<file path="config.mk">
export PLATFORM = sky130hd
export DESIGN_NAME = scanchain_write_queue
export DESIGN_NICKNAME = d
export VERILOG_FILES = /design/src/rtl/scanchain_pkg.sv /design/src/rtl/scanchain_queue_mem.sv /design/src/rtl/scanchain_write_queue.sv
export SDC_FILE = /design/constraint.sdc
export NUM_CORES = 1
export LEC_CHECK = 0
export BUFFER_PORTS_ARGS = -buffer_cell sky130_fd_sc_hd__buf_2
export CAP_MARGIN = 10
export CORE_ASPECT_RATIO = 1.5
export CORE_MARGIN = 5
export CORE_UTILIZATION = 50
export CTS_CLUSTER_DIAMETER = 100
export DETAILED_ROUTE_END_ITERATION = 7
export PLACE_DENSITY = 0.79
export SLEW_MARGIN = 20
export SYNTH_ARGS = -nofsm -noshare
export SYNTH_HDL_FRONTEND = slang
export SYNTH_SLANG_ARGS = --single-unit
</file>
<file path="constraint.sdc">
create_clock -name clk -period 22.1 [get_ports clk]
set_input_delay 2.21 -clock clk [delete_from_list [all_inputs] [get_ports clk]]
set_output_delay 2.21 -clock clk [all_outputs]
set_load 0.005 [all_outputs]
</file>
<file path="src/rtl/scanchain_pkg.sv">
// Shared widths and request packing for the scan-chain write queue.
// Entry layout, MSB first: {reset flag, addr, payload}.
package scanchain_pkg;

  localparam int SC_ADDR_BITS    = 12;
  localparam int SC_PAYLOAD_BITS = 169;
  localparam int SC_ENTRY_BITS   = 1 + SC_ADDR_BITS + SC_PAYLOAD_BITS;

  typedef struct packed {
    logic                       rst;
    logic [SC_ADDR_BITS-1:0]    addr;
    logic [SC_PAYLOAD_BITS-1:0] payload;
  } sc_req_t;

  function automatic logic [SC_ENTRY_BITS-1:0] sc_pack(
    input logic                       rst,
    input logic [SC_ADDR_BITS-1:0]    addr,
    input logic [SC_PAYLOAD_BITS-1:0] payload
  );
    return {rst, addr, payload};
  endfunction

  function automatic sc_req_t sc_unpack(input logic [SC_ENTRY_BITS-1:0] entry);
    return sc_req_t'(entry);
  endfunction

endpackage

</file>
<file path="src/rtl/scanchain_queue_mem.sv">
// Register-array storage for the write queue: one write port, one asynchronous read port.
// Contents are deliberately not reset; occupancy in the parent masks stale entries.
module scanchain_queue_mem #(
  parameter int DEPTH = 8,
  parameter int WIDTH = 8
) (
  input  logic                     i_clk,
  input  logic                     i_wr_en,
  input  logic [$clog2(DEPTH)-1:0] i_wr_addr,
  input  logic [WIDTH-1:0]         i_wr_data,
  input  logic [$clog2(DEPTH)-1:0] i_rd_addr,
  output logic [WIDTH-1:0]         o_rd_data
);

  logic [WIDTH-1:0] r_mem [DEPTH];

  always_ff @(posedge i_clk) begin
    if (i_wr_en) r_mem[i_wr_addr] <= i_wr_data;
  end

  assign o_rd_data = r_mem[i_rd_addr];

endmodule

</file>
<file path="src/rtl/scanchain_write_queue.sv">
// Elastic, order-preserving FIFO of scan-chain write requests between the UART client and writer.
// Define SCANCHAIN_QUEUE_BYPASS_EN for an empty-queue combinational fall-through path.
module scanchain_write_queue
  import scanchain_pkg::*;
#(
  parameter int DEPTH        = 8,
  parameter int ADDR_BITS    = SC_ADDR_BITS,
  parameter int PAYLOAD_BITS = SC_PAYLOAD_BITS
) (
  input  logic                       clk,
  input  logic                       reset,
  input  logic                       in_valid,
  output logic                       in_ready,
  input  logic [ADDR_BITS-1:0]       in_addr,
  input  logic [PAYLOAD_BITS-1:0]    in_payload,
  input  logic                       in_reset,
  output logic                       out_valid,
  input  logic                       out_ready,
  output logic [ADDR_BITS-1:0]       out_addr,
  output logic [PAYLOAD_BITS-1:0]    out_payload,
  output logic                       out_reset,
  output logic [$clog2(DEPTH+1)-1:0] count,
  output logic [$clog2(DEPTH+1)-1:0] high_water
);

  localparam int PTR_W = $clog2(DEPTH);
  localparam int CNT_W = $clog2(DEPTH + 1);
  localparam logic [CNT_W-1:0] DEPTH_C = CNT_W'(DEPTH);

  // Handshake: a transfer happens on a rising clk edge where valid and ready are both 1;
  // in_ready depends only on registered state and reset, never on out_ready.
  logic [PTR_W-1:0]         r_wr_ptr, r_rd_ptr;
  logic [CNT_W-1:0]         r_count, r_high_water, w_count_next;
  logic                     w_full, w_empty, w_push, w_pop, w_store, w_take;
  logic [SC_ENTRY_BITS-1:0] w_in_entry, w_rd_entry, w_out_entry;
  sc_req_t                  w_head;

  assign w_full     = (r_count == DEPTH_C);
  assign w_empty    = (r_count == '0);
  assign w_in_entry = sc_pack(in_reset, in_addr, in_payload);

  assign in_ready = !reset && !w_full;
  assign w_push   = in_valid && in_ready;
  assign w_pop    = out_valid && out_ready;

`ifdef SCANCHAIN_QUEUE_BYPASS_EN
  // Empty queue presents the incoming request directly; a same-cycle pop consumes it unstored.
  assign out_valid   = !reset && (!w_empty || in_valid);
  assign w_out_entry = !out_valid ? '0 : (w_empty ? w_in_entry : w_rd_entry);
  assign w_store     = w_push && !(w_empty && out_ready);
  assign w_take      = w_pop && !w_empty;
`else
  assign out_valid   = !reset && !w_empty;
  assign w_out_entry = out_valid ? w_rd_entry : '0;
  assign w_store     = w_push;
  assign w_take      = w_pop;
`endif

  assign w_head      = sc_unpack(w_out_entry);
  assign out_reset   = w_head.rst;
  assign out_addr    = w_head.addr;
  assign out_payload = w_head.payload;

  always_comb begin
    w_count_next = r_count;
    case ({w_store, w_take})
      2'b10:   w_count_next = r_count + CNT_W'(1);
      2'b01:   w_count_next = r_count - CNT_W'(1);
      default: w_count_next = r_count;
    endcase
  end

  always_ff @(posedge clk) begin
    if (reset) begin
      r_wr_ptr     <= '0;
      r_rd_ptr     <= '0;
      r_count      <= '0;
      r_high_water <= '0;
    end else begin
      if (w_store) r_wr_ptr <= r_wr_ptr + PTR_W'(1);
      if (w_take)  r_rd_ptr <= r_rd_ptr + PTR_W'(1);
      r_count <= w_count_next;
      if (w_count_next > r_high_water) r_high_water <= w_count_next;
    end
  end

  assign count      = r_count;
  assign high_water = r_high_water;

  scanchain_queue_mem #(
    .DEPTH (DEPTH),
    .WIDTH (SC_ENTRY_BITS)
  ) u_mem (
    .i_clk     (clk),
    .i_wr_en   (w_store),
    .i_wr_addr (r_wr_ptr),
    .i_wr_data (w_in_entry),
    .i_rd_addr (r_rd_ptr),
    .o_rd_data (w_rd_entry)
  );

endmodule

</file>
==> results of run 1 <==
[placed cells by master (no fill, tap or decap), drive strengths merged, types with 11 or more instances in the layout]
master | netlist | final
bufinv | 0 | 11
clkbuf | 17 | 158
edfxtp | 1456 | 1456
inv | 8 | 19
clkinv | 0 | 56
buf | 107 | 412
nor2 | 191 | 191
mux2i | 184 | 184
mux4 | 364 | 364
dfxtp | 17 | 17
diode | 0 | 25
[critical path: stages, from the launching register on]
cell and delay [ps]:
dfxtp_4 980, buf_4 790, buf_4 850, buf_4 790
mux4_2 600, mux2i_1 180, nor2_1 70, buf_2 160
[logic make-up (layout without fill, tap and decap cells)]
| logic type | Yosys count | count (layout) | share of synthesized area [%] |
|---|---|---|---|
| AND/OR/NAND/NOR | 223 | 223 | 1.58 |
| flip-flops | 1473 | 1473 | 78.4 |
| AO/OA/AOI/OAI | 24 | 24 | 0.285 |
| buffers and inverters | 132 | 659 | 1.58 |
| XOR/XNOR | 5 | 5 | 0.0779 |
| other | 0 | 25 | 0 |
| multiplexers | 549 | 549 | 17.9 |
| adder cells (fa/ha/maj) | 9 | 9 | 0.200 |
[power by group]
| group | total [W] | leakage [nW] | switching, W | internal, W |
|---|---|---|---|---|
| registers | 0.00313 | 13.3 | 0.0000190 | 0.00311 |
| logic | 0.000400 | 4.67 | 0.000223 | 0.000177 |
| clock network | 0.00223 | 2.07 | 0.000972 | 0.00126 |
| total | 0.00577 | 20.0 | 0.00121 | 0.00455 |
[final cells by class]
| cell class | count | area, sq um |
|---|---|---|
| Inverter | 8 | 30.0 |
| Clock inverter | 81 | 736 |
| Multi-Input combinational cell | 810 | 11300 |
| Clock buffer | 158 | 3490 |
| Fill cell | 7869 | 47700 |
| Antenna cell | 25 | 62.6 |
| Tap cell | 1444 | 1810 |
| Sequential cell | 1473 | 44100 |
| Timing Repair Buffer | 412 | 2290 |
[state kept, by name, summed over array words and instances, names as in the netlist, named ones only]
| register | cells |
|---|---|
| high_water | 4 |
| u_mem.r_mem | 1456 |
| r_rd_ptr | 3 |
| count | 4 |
| r_wr_ptr | 3 |
[worst min-delay path by stage]
stage | start | end | slack (ps) | depth (start not counted)
2_1_floorplan | r_rd_ptr[2]$_SDFFE_PP0N_ | register | 430 | 1
3_3_place_gp | r_rd_ptr[2]$_SDFFE_PP0N_ | register | 430 | 1
3_5_place_dp | r_rd_ptr[2]$_SDFFE_PP0N_ | register | 460 | 1
4_1_cts | r_rd_ptr[2]$_SDFFE_PP0N_ | register | 470 | 1
5_1_grt | r_rd_ptr[2]$_SDFFE_PP0N_ | register | 500 | 1
6_report | r_rd_ptr[2]$_SDFFE_PP0N_ | register | 470 | 1
[stage by stage]
step	setup slack, ps	power [W]
after floorplan	950	0.00347
after global placement	15190	0.00357
after detailed placement	15080	0.00360
after CTS	14240	0.00583
after global routing	13790	0.00598
final	14510	0.00577
[layer usage]
metal | global-route usage [%] | up-vias
met5 | 0 | -
met4 | 7.40 | 12
met3 | 4.31 | 229
met2 | 34.6 | 986
met1 | 24.3 | 13600
li1 | - | 11000
==> impl_results.md, run 1 <==
* Register area share after synthesis at about four fifths
* Wire length on met2 at 62000 um
* Core Util, Final at 57.2%
* Period utilization at 34.3%
* Post-DP Area at 59500 sq um
* Hold Vio Cnt, Final at 0
* Fin Clk Skew at 25.7 ps
* DR WL/cell at 26.7 um
* Crit path kind: register to output pin
* DRC Markers at 0
* Pwr Density at approximately 90 nW/um^2
* R2R setup slack at 17710 ps
* Site Rows at 150
* Area contributors post-synth: edfxtp_1, mux4_2, mux2i_1
* Die ar. at ~120000 sq um
* Vias in the first global route at roughly 28000
* Placeable Area at 111000 sq um
* CTS buffer count at around 130
* WL met1 at roughly 44000 um
* MaxCap Viol Count at 0
* Share of post-route cells with drive strength above 1 at 33.3%
* Hold Worst Slack at 469 ps
* Drt via density at slightly below 6
* Setup TNS at 0 ps
* H-tree Lvls at 4
* Post-Place Cells at between 4000 and 5000
* Congestion Overflow GR at 0
* Asr flop ratio synth at 0%
* Final Setup Violations at 0
* DIE HEIGHT at 421 um
* Max Slew Vio Count at 0
* Max Used Layer: met5
* Setup Buffers After CTS at 0
* Slew margin rel. at 13.6%
* Top-area cell type share of the netlist area at between 70% and 80%
* Final non-filler cell total at 4411
* First-pass GRT wire length at between 150000 and 200000 um
* Clock sink count at 1473
* Max VDD drop at around 0.08 mV
* Post-synth EDFFs at approximately 1500
* Area delta synth->final at 13.5%
* Reg2Reg Capture Point: u_mem.r_mem[3][32]$_DFFE_PP_
* Mapped Area at around 56000 sq um
* I/O Pins at 378
* Die width at 284 um
* Fmax at 132 MHz
* 1st-iter DRT viols at 2181
* Status: finished, final reports clean
* Fin crit period at between 7000 and 8000 ps
* Drt total wl at 118000 um
* Post-synthesis cell type count at 35
* Worst EP required at 19890 ps
* Static leakage at 20.0 nW
* CTS root buf: clkbuf_16
* CP arrival at between 5000 and 6000 ps
* Clock slew at reported path FFs at 60 ps
* Seq cells post-synth at 1473
* Bufs on Longest Clock Path at 3
* CP endpoint kind: output pin
* Cts hold-fix bufs at 0
* Largest net degree at the start of global routing at about 150
* Post-synthesis cell count at 2415
* Starting Density at 50.4%
* Post-route ant nets at 0
* RSZ-0062 raised after global routing: no
* Post-CTS Resized at 0
* End of the critical path: out_payload[142]
* Average cell area after synthesis at around 23 sq um
* Path depth of the worst reg2reg path at 6
* GRT Overall Usage at 19.7%
* Final HPWL DP at 62400 um
* Main synth FF type: edfxtp_1
* CTS tree: done
* Antenna violations before repair at 31
* Post-Syn Nets at about 2600
* Worst hold path class: register to register
* Finished Cell Area at 63800 sq um
* Routability cong. at 0.730
* Synth Warn # at 0
* Port buffer count at approximately 380
* Fin nets at 3033
* Clk_lat worst skew at 760 ps
* Worst r2r src: count[1]$_SDFF_PP0_
* DRT Pass-1 Iters at 5
* CP max FO at 49
* Top cell type by total area after synthesis: edfxtp_1
* Tightest Pin Transition at 1300 ps
* Most common cell in the netlist: edfxtp_1
* Vias at around 26000
* Startpoint types: register
* Routed wl met3 at between 8000 and 9000 um
* Most frequent cells after synthesis: edfxtp_1, mux4_2, nor2_1
(Power assumes the default switching activity.)
==> inputs of run 2 (changes only) <==
--- a/config.mk
+++ b/config.mk
@@ -5,6 +5,7 @@
 export SDC_FILE = /design/constraint.sdc
 export NUM_CORES = 1
 export LEC_CHECK = 0
+export ABC_AREA = 1
 export BUFFER_PORTS_ARGS = -buffer_cell sky130_fd_sc_hd__buf_2
 export CAP_MARGIN = 10
 export CORE_ASPECT_RATIO = 1.5
@@ -12,7 +13,7 @@
 export CORE_UTILIZATION = 50
 export CTS_CLUSTER_DIAMETER = 100
 export DETAILED_ROUTE_END_ITERATION = 7
-export PLACE_DENSITY = 0.79
+export PLACE_DENSITY = 0.76
 export SLEW_MARGIN = 20
 export SYNTH_ARGS = -nofsm -noshare
 export SYNTH_HDL_FRONTEND = slang
==> constraint.sdc (replaced) <==
create_clock -name clk -period 7.05 [get_ports clk]
set_input_delay 0.705 -clock clk [delete_from_list [all_inputs] [get_ports clk]]
set_output_delay 0.705 -clock clk [all_outputs]
set_load 0.005 [all_outputs]
==> impl_results.md, run 2 <==
* Post-CTS Resized at 0
* Most common cell after layout, fill and taps aside: edfxtp_1
* Post-DP Area at 60500 sq um
* Worst hold path class: input pin to register
* Top-area cell type share of the netlist area at 76.1%
* Asr flop ratio synth at 0%
* GRT Overall Usage at 21.1%
* Seq cells post-synth at 1473
* CP endpoint kind: output pin
* CTS buffer count at 134
* Worst r2r src: count[1]$_SDFF_PP0_
* NetSw at 0.00524 W
* Starting Density at 50.3%
* Mux share of post-synthesis cell area at 0%
* Max Slew Vio Count at 0
* Setup Buffers After CTS at 0
* DRT Pass-1 Iters at 5
* Top cell type by total area after synthesis: edfxtp_1
* Post-Syn Nets at 4634
* Post-synth EDFFs at ~1500
* Area delta synth->final at 12.7%
* CTS tree: done
* Fmax at 197 MHz
* Largest net degree at the start of global routing at 247
* DR WL/cell at 20.8 um
* Finished Cell Area at about 65000 sq um
* Placeable Area at 114000 sq um
* Crit path buffers/inverters at 3
* Delay of the slowest cell on the worst path at roughly 840 ps
* Routability cong. at 0.752
* Post-Synth Simple-Gate Area at slightly below 9%
* Die ar. at 122000 sq um
* Fin worst setup slack at 1980 ps
* Post-synthesis cell count at 4439
* Post-Synth XOR/XNOR Area at 0.0457%
* Post-synthesis cell type count at 24
* 1st-iter DRT viols at 3407
* Main synth FF type: edfxtp_1
* Sequential Power Share at 49.7%
* CP max stage cell: dfxtp_4
* Top delay family on crit path: buffers and inverters
* Most common cell type on the critical path: o21ai_1
* DIE HEIGHT at 425 um
* Synth Warn # at 0
* CP arrival at 4360 ps
* Area contributors post-synth: edfxtp_1, nor2_1, o21ai_0
* Startpoint types: register
* Vias at 36300
* MaxCap Viol Count at 0
* Site Rows at 152
* Share of post-route cells with drive strength above 1 at 12.7%
* Bufs on Longest Clock Path at 3
* Tightest Pin Transition at 1230 ps
* Adder-cell share of the synthesized area at 0.196%
* Critical Path Stages at 9
* Mapped Area at 57500 sq um
* HP Start: in_payload[153]
* Comb pwr share at 15.3%
* Fin Clk Skew at between 30 and 40 ps
* Final Setup Violations at 0
* RSZ-0062 raised after global routing: no
* Clk_lat worst skew at 770 ps
* Register area share after synthesis at 76.7%
* Net Sw Frac at 26.3%
* Largest reg by FF count: u_mem.r_mem
* Fin crit period at 5070 ps
* Port buffer count at 377
* Drt via density at approximately 5.7
* Pre-CTS WS at about 2700 ps
* H-tree Lvls at 4
* Clock slew at reported path FFs at 70 ps
* Antenna violations before repair at 34
* Main combinational cell family by area after synthesis: compound AO/OA/AOI/OAI gates
* Hold Vio Cnt, Final at 0
* Pwr Density at 308 nW/um^2
* Slew margin rel. at between 10% and 20%
* Worst EP required at 6340 ps
* Cts hold-fix bufs at 0
* Status: finished, final reports clean
* CP max FO at 201
* CP cell instances: buf_4 -> buf_12 -> nor2_1 -> nor2_1 -> o21ai_1 -> o21ai_1 -> o21ai_1 -> a31oi_1 -> buf_2
* Pint at approximately 0.015 W
* Max reg flops at 1456
* Synth Area in Compound Gates at 11.7%
* Fin nets at between 4000 and 5000
* Period utilization at 71.9%
* Most frequent cells after synthesis: edfxtp_1, nor2_1, o21ai_0
* Crit path kind: register to output pin
* Final HPWL DP at 65400 um
* Congestion Overflow GR at 0
* Hold depth at 1
* Average cell area after synthesis at 12.9 sq um
* Clock share of power at 35.0%
* I/O Pins at 378
* DRC Markers at 0
* Post-route ant nets at 0
* Static leakage at between 20 and 25 nW
* Most frequent cells in the layout: edfxtp_1, nor2_1, o21ai_0, o21ai_1, buf_2
* Clock sink count at 1473
* CTS root buf: clkbuf_16
* Vias in the first global route at 36200
* Path depth of the worst reg2reg path at 21
* Die width at 287 um
* Multi-input logic area at 11900 sq um
* Max VDD drop at 0.637 mV
* Final-layout fill cell count at 8676
* Most common cell in the netlist: edfxtp_1
* First-pass GRT wire length at 201000 um
* Drt total wl at 132000 um
* Reg area at between 40000 and 50000 sq um
[run 2: cell count changes after synthesis, moves of 30 or more]
cell,before,now
a31oi_1,0,183
mux2i_1,184,0
o21ai_1,0,472
mux4_2,364,0
buf_2,64,94
nor2_1,191,1295
clkbuf_1,17,154
o21ai_0,6,632
[run 2: per-stage QoR]
stage / hold slack [ps] / cells / power, W / utilization, % / setup TNS [ps]
6_report: 194 / 6361 / 0.0199 / 56.7 / 0
5_1_grt: 149 / 6348 / 0.0208 / 56.6 / 0
4_1_cts: 119 / 6333 / 0.0201 / 56.6 / 0
3_5_place_dp: 480 / 6098 / 0.0131 / 52.9 / 0
3_3_place_gp: 474 / 6098 / 0.0130 / 52.9 / 0
2_1_floorplan: 458 / 4439 / 0.0121 / - / -3858160
[run 2: final cells by class]
type | instances | area share, %
inverter | 28 | 0.207
sequential | 1473 | 68.0
clock inverter | 62 | 1.03
multi-input combinational | 2635 | 18.4
clock buffer | 173 | 5.47
antenna | 28 | 0.108
timing repair buffer | 422 | 3.75
tap | 1540 | 2.97
[run 2: metal layers]
| layer | GRT usage (%) | part of all wire [%] |
|---|---|---|
| met1 | 25.8 | 38 |
| met2 | 36.6 | 51 |
| met3 | 4.70 | 7.9 |
| met4 | 8.56 | 3.0 |
| met5 | 0 | 0.10 |
[run 2: worst paths after layout]
| kind | to | slack, ps |
|---|---|---|
| worst max-delay path | out_addr[2] | 1980 |
| worst min-delay path | u_mem.r_mem[2][153]$_DFFE_PP_ | 190 |
| worst max register to register | high_water[2]$_SDFFE_PP0N_ | 3550 |
| worst min register to register | r_wr_ptr[0]$_SDFFE_PP0P_ | 490 |
[run 2: worst reg2reg max path, cell delays in order (launching register included)]
cell and delay (ps):
dfxtp_1 460, nor2_1 130, a31oi_1 270, nand2_1 240, ha_1 340, nor2_1 120, nor2_1 60, ha_1 170
a21o_1 160, and2_1 130, o21ai_0 120, o21ai_0 210, inv_1 110, ha_1 220, nand2_1 60, inv_1 40
o21ai_0 60, nand2_1 70, nand2_1 60, inv_1 100, o21ai_0 170, a21oi_1 50
[run 2: power groups by stage]
stage | clock [W] | sequential (W) | combinational (W)
2_1_floorplan | 0 | 0.0101 | 0.00198
3_3_place_gp | 0 | 0.0101 | 0.00296
3_5_place_dp | 0 | 0.0101 | 0.00305
4_1_cts | 0.00709 | 0.00990 | 0.00306
5_1_grt | 0.00746 | 0.00991 | 0.00340
6_report | 0.00697 | 0.00990 | 0.00305
[run 2: cell families (layout without fill, tap and decap cells)]
group / count (synthesis) / in the layout
AO/OA/AOI/OAI: 1296 / 1296
AND/OR/NAND/NOR: 1327 / 1327
other: 0 / 28
buffers and inverters: 331 / 685
flip-flops: 1473 / 1473
adder cells (fa/ha/maj): 9 / 9
XOR/XNOR: 3 / 3
